<file path="config.mk">
export PLATFORM = sky130hd
export DESIGN_NAME = branch_resolve_unit
export DESIGN_NICKNAME = d
export VERILOG_FILES = /design/src/rtl/branch_resolve_unit.sv
export SDC_FILE = /design/constraint.sdc
export NUM_CORES = 1
export LEC_CHECK = 0
export CAP_MARGIN = 30
export CORE_UTILIZATION = 30
export CTS_CLUSTER_DIAMETER = 50
export DETAILED_ROUTE_END_ITERATION = 8
export SLEW_MARGIN = 5
export SYNTH_ARGS = -nofsm -noshare
export SYNTH_HDL_FRONTEND = slang
export SYNTH_SLANG_ARGS = --single-unit
export TNS_END_PERCENT = 20
</file>
<file path="constraint.sdc">
create_clock -name clk -period 2.2 [get_ports clk]
set_clock_uncertainty 0.05 [all_clocks]
set_input_delay 0.55 -clock clk [delete_from_list [all_inputs] [get_ports clk]]
set_output_delay 0.55 -clock clk [all_outputs]
set_load 0.01 [all_outputs]
</file>
<file path="src/rtl/branch_resolve_unit.sv">
// branch_resolve_unit: registered two-cycle branch decision unit.
// Latches a compare request in IDLE, computes gt/eq/lt in CMP and evaluates
// the condition code in RES. The result appears as a one-cycle done/taken pulse,
// and the unit then drives the PC write enable.
//
// Optional feature macro: BRANCH_STATS_EN adds saturating taken/not-taken counters.
//
// Ports:
//   clk, reset (async, active-low)
//   req_valid / req_ready    : request handshake (ready low while busy)
//   op_a, op_b, is_unsigned  : compare operands and signedness
//   branch_ctrl              : 3-bit condition code
//   PCWrite, PCWriteCond     : unconditional / conditional PC write from control
//   done, taken              : one-cycle decision pulse and its outcome
//   gt, eq, lt               : flags of the last compare (held until next CMP)
//   pc_write                 : PCWrite | (done & taken), combinational
//   taken_cnt, not_taken_cnt : statistics (BRANCH_STATS_EN only)
module branch_resolve_unit #(
    parameter int unsigned WIDTH = 32,
    parameter int unsigned CNT_W = 16
) (
    input  logic             clk,
    input  logic             reset,
    input  logic             req_valid,
    output logic             req_ready,
    input  logic [WIDTH-1:0] op_a,
    input  logic [WIDTH-1:0] op_b,
    input  logic             is_unsigned,
    input  logic [2:0]       branch_ctrl,
    input  logic             PCWrite,
    input  logic             PCWriteCond,
    output logic             done,
    output logic             taken,
    output logic             gt,
    output logic             eq,
    output logic             lt,
    output logic             pc_write
`ifdef BRANCH_STATS_EN
    ,
    output logic [CNT_W-1:0] taken_cnt,
    output logic [CNT_W-1:0] not_taken_cnt
`endif
);

    localparam logic [1:0] S_IDLE = 2'd0;
    localparam logic [1:0] S_CMP  = 2'd1;
    localparam logic [1:0] S_RES  = 2'd2;

    if (CNT_W == 0) begin : g_cnt_w_invalid
        $error("CNT_W must be nonzero");
    end

    logic [1:0]       state;
    logic [1:0]       state_nxt;
    logic [WIDTH-1:0] a_q;
    logic [WIDTH-1:0] b_q;
    logic             uns_q;
    logic [2:0]       ctrl_q;
    logic             cond_q;
    logic             accept_c;
    logic             gt_c;
    logic             eq_c;
    logic             lt_c;
    logic             cond_met_c;
    logic             res_taken_c;

    // Requests are only taken in IDLE with ready high; the done cycle keeps ready low.
    assign accept_c = req_valid && req_ready && (state == S_IDLE);

    // State register
    always_ff @(posedge clk or negedge reset) begin
        if (!reset) begin
            state <= S_IDLE;
        end else begin
            state <= state_nxt;
        end
    end

    // Next-state logic
    always_comb begin
        state_nxt = state;
        case (state)
            S_IDLE:  if (accept_c) state_nxt = S_CMP;
            S_CMP:   state_nxt = S_RES;
            S_RES:   state_nxt = S_IDLE;
            default: state_nxt = S_IDLE;
        endcase
    end

    // Magnitude compare of the latched operands; gt is whatever is neither eq nor lt
    always_comb begin
        eq_c = (a_q == b_q);
        if (uns_q) begin
            lt_c = (a_q < b_q);
        end else begin
            lt_c = ($signed(a_q) < $signed(b_q));
        end
        gt_c = !eq_c && !lt_c;
    end

    // Condition evaluation from the registered flags
    always_comb begin
        cond_met_c = 1'b0;
        case (ctrl_q)
            3'b000:  cond_met_c = gt;
            3'b001:  cond_met_c = !gt;
            3'b010:  cond_met_c = !eq;
            3'b011:  cond_met_c = eq;
            3'b100:  cond_met_c = lt;
            3'b101:  cond_met_c = !lt;
            3'b110:  cond_met_c = 1'b1;
            default: cond_met_c = 1'b0;
        endcase
        res_taken_c = cond_met_c && cond_q;
    end

    // Request latch, flags and decision pulse
    always_ff @(posedge clk or negedge reset) begin
        if (!reset) begin
            req_ready <= 1'b1;
            done      <= 1'b0;
            taken     <= 1'b0;
            gt        <= 1'b0;
            eq        <= 1'b0;
            lt        <= 1'b0;
            a_q       <= '0;
            b_q       <= '0;
            uns_q     <= 1'b0;
            ctrl_q    <= 3'b000;
            cond_q    <= 1'b0;
        end else begin
            done  <= 1'b0;
            taken <= 1'b0;
            if (accept_c) begin
                a_q       <= op_a;
                b_q       <= op_b;
                uns_q     <= is_unsigned;
                ctrl_q    <= branch_ctrl;
                cond_q    <= PCWriteCond;
                req_ready <= 1'b0;
            end
            if (state == S_CMP) begin
                gt <= gt_c;
                eq <= eq_c;
                lt <= lt_c;
            end
            if (state == S_RES) begin
                done  <= 1'b1;
                taken <= res_taken_c;
            end
            // Ready returns once the decision pulse has been presented
            if (done) begin
                req_ready <= 1'b1;
            end
        end
    end

`ifdef BRANCH_STATS_EN
    // Saturating outcome counters, updated as each decision resolves
    always_ff @(posedge clk or negedge reset) begin
        if (!reset) begin
            taken_cnt     <= '0;
            not_taken_cnt <= '0;
        end else if (state == S_RES) begin
            if (res_taken_c) begin
                if (taken_cnt != {CNT_W{1'b1}}) taken_cnt <= taken_cnt + CNT_W'(1);
            end else begin
                if (not_taken_cnt != {CNT_W{1'b1}}) not_taken_cnt <= not_taken_cnt + CNT_W'(1);
            end
        end
    end
`endif

    assign pc_write = PCWrite || (done && taken);

endmodule
</file>
==> out/metrics.yaml, run 1 <==
clock_network:
  htree_levels: 3
  clk_path_buf_depth: 2
  cts.clk_slew.worst_paths_ns: 0.06
  insertion_delay_ns: 0.33
  cts.sinks: 77
  cts_tree: "done"
  postCtsSetupBuffers: 0
  ctsHoldBuffers: 0
  cts.repair.resized: 1
  cts_root_buffer: "clkbuf_16"
  numCtsBuffers: 9
synth:
  synth.top_cell.area_share_pct: 52.5
  synth_cells: 330
  ys_warn_count: 0
  netlist.top_cell.by_area: "dfrtp_1"
  synthesis.nets: 435
  synth-simple-area-share_pct: 8.84
  yosysUniqueCellTypes: 33
  synth.avg_cell_area_um2: 11.0
  synth.area.top_cells: "dfrtp_1, mux2_2, ha_1"
  synth_edf_count: 0
  synth_ff_type: "dfrtp_1"
  synthAdderAreaFrac_pct: 11.0
  yosys_register_bits: 77
  syn_area_mm2: 0.00362
  synth_compound_area_share_pct: 9.84
  synthMuxAreaShare_pct: 11.8
  ys_seq_area_share_pct: 53.2
  async_flop_share_pct: 100
  synth_xor_area_share_pct: 0.242
  synth_top_family_by_area: "multiplexers"
sta:
  max_slew.worst_pin.slew_ns: 0.367
  fmax_mhz: 480
  finalWorstSetupSlack_ns: 0.116
  finalHoldViolations: 0
  finalMaxSlewViolations: 0
  fin_crit_sh_pct: 94.7
  finalSetupViolCount: 0
  hold_slack_ns: 0.0871
  min_period_ns: 2.08
  timing.slew.headroom_pct: 74.9
  grt_setup_unrepaired: "false"
grt:
  overflow: 0
  grt_antenna_before_repair: 0
  met2_usage_pct: 19.4
  grt_usage_pct: 13.1
  grt_first_pass_wirelength_mm: 12.7
  use_met3_pct: 3.59
  grt_busiest_layer: "met2"
  grt_max_degree: 39
  grt_pass1_vias: 2645
  grt.met1_usage_pct: 17.9
worst_hold_path:
  hold_class: "input pin to async pin"
cells_and_area:
  insertedDiodeCount: 0
  syn2layout_area_growth_pct: 38.6
  stdcell_count: 569
  drive_gt1_share_pct: 18.1
  fin_area_mm2: 0.00502
  fin_nets: 526
critical_path:
  critPathKind: "register to register"
  worstPathArrival_ns: 2.31
  r2r_end: "lt"
  cp-start-kind: "register"
  crit_required_ns: 2.42
  worstSetupEndpointType: "register"
  worstReg2RegStart: "a_q[11]"
  ff2ff_setup_slack_ns: 0.12
  r2r_cells: 7
  crit_fanout: 3
detailed_routing:
  via_count: 2602
  firstDrtPassIters: 6
  via_per_inst: 4.57
  drt_iter0_drc: 90
  drcViolationCount: 6
  ant_nets: 0
  wl_per_cell_um: 13.1
  routed_wl_mm: 7.46
flow_run:
  maxCapViolations: 0
power:
  leakagePower_nw: 2.19
  power_mw: 6.72
  powerDensity_mw_per_mm2: 1340
  peakVddDrop_mv: 0.455
placement:
  place_congestion: 0.739
  dp_hpwl_mm: 5.66
  placed_cell_area_mm2: 0.00469
  dp_slack_ns: -0.00802
  placedCellCount: 553
  io_buffer_count: 79
floorplanning:
  num_rows: 39
  start_util_pct: 31.2
  dieWidth_um: 112
  die_area_mm2: 0.0125
  die_h_um: 112
  coreArea_mm2: 0.0116
  io_pins: 80
run_status:
  run_status: "complete, but fails checks"
  violations: "DRC"
-- power by group --
part	internal (mW)	switching [mW]	leakage, nW	total [mW]
combinational	1.51	1.40	1.12	2.92
sequential	2.11	0.332	0.934	2.44
clock	0.789	0.577	0.134	1.37
-- cells in the mapped netlist, types with 2 or more instances --
cell	instances
dfrtp_1	76
nand2_1	44
mux2_2	37
inv_1	35
o21ai_0	33
ha_1	32
a21oi_1	12
clkbuf_1	9
nand4_1	8
nor2_1	5
nand3_1	4
o21ai_1	4
a22oi_1	3
nor3_1	3
a211oi_1	2
a21o_1	2
nand2b_1	2
nor2b_1	2
nor4_1	2
o211ai_1	2
-- worst max-delay path: stages, from the launching register on --
cell	delay, ns
dfrtp_1	0.39
ha_1	0.33
nand4_1	0.14
nor2_1	0.06
a221o_1	0.29
o31a_1	0.30
or4_1	0.39
nand2_1	0.07
-- how the worst max path moves through the flow --
| stage | from | to | slack (ns) |
|---|---|---|---|
| floorplan | a_q[14] | lt | 0.16 |
| finish | a_q[11] | lt | 0.12 |
| CTS | a_q[5] | lt | 0.05 |
| global placement | PCWrite | pc_write | -0.009 |
| detailed placement | PCWrite | pc_write | -0.008 |
| global route | a_q[11] | lt | 0.002 |
-- sequential cells by signal, summed over array words and instances, names as in the netlist --
signal,count
eq,1
taken,1
state,2
gt,1
ctrl_q,3
done,1
req_ready,1
b_q,32
a_q,32
lt,1
uns_q,1
cond_q,1
-- stage by stage --
stage,setup TNS (ns),utilization [%]
finish,0,43.3
global route,0,43.3
CTS,0,42.8
detailed placement,-0.00802,40.4
global placement,-0.00919,40.4
floorplan,0,-
-- cell usage in the layout (no fill, tap or decap), types with 3 or more instances in the layout --
master	Yosys	routed
clkdlybuf4s50_1	0	77
dfrtp_1	76	76
nand2_1	44	44
mux2_2	37	37
inv_1	35	34
o21ai_0	33	33
ha_1	32	29
a21oi_1	12	10
buf_4	0	10
clkbuf_16	0	9
nand4_1	8	8
nor2_1	5	5
nand3_1	4	4
buf_12	0	4
o21ai_1	4	3
a22oi_1	3	3
ha_4	0	3
clkinv_2	0	3
-- cell families after synthesis --
logic type                 after synthesis
buffers and inverters                   47
adders and majority gates               32
DFF                                     77
and+or+nand+nor                         72
xor gates and xnor gates                 1
AOI/OAI and AO/OA                       63
muxes                                   38
-- metal layers --
metal / vias to the layer above / wire, um / share of wire, %
met1: 1224 / 3710 / 50
met5: - / 0 / 0
li1: 1317 / - / -
met4: 0 / 115 / 1.5
met2: 53 / 3270 / 44
met3: 8 / 363 / 4.9
-- layout make-up --
cell class / count / area (um2)
clock inverters: 6 / 38.8
well taps: 143 / 179
clock buffers: 10 / 239
flip-flops and latches: 77 / 1930
repair buffers: 92 / 935
inverters: 35 / 131
multi-input cells: 206 / 1570
fillers: 1124 / 6590
Note: power is estimated with default switching activity, not from simulation.
==> run 2, diff against run 1 <==
--- a/config.mk
+++ b/config.mk
@@ -9,6 +9,7 @@
 export CORE_UTILIZATION = 30
 export CTS_CLUSTER_DIAMETER = 50
 export DETAILED_ROUTE_END_ITERATION = 8
+export GPL_ROUTABILITY_DRIVEN = 0
 export SLEW_MARGIN = 5
 export SYNTH_ARGS = -nofsm -noshare
 export SYNTH_HDL_FRONTEND = slang
==> results of run 2 <==
The final DEF is identical to that of run 1; final timing and power are the same.
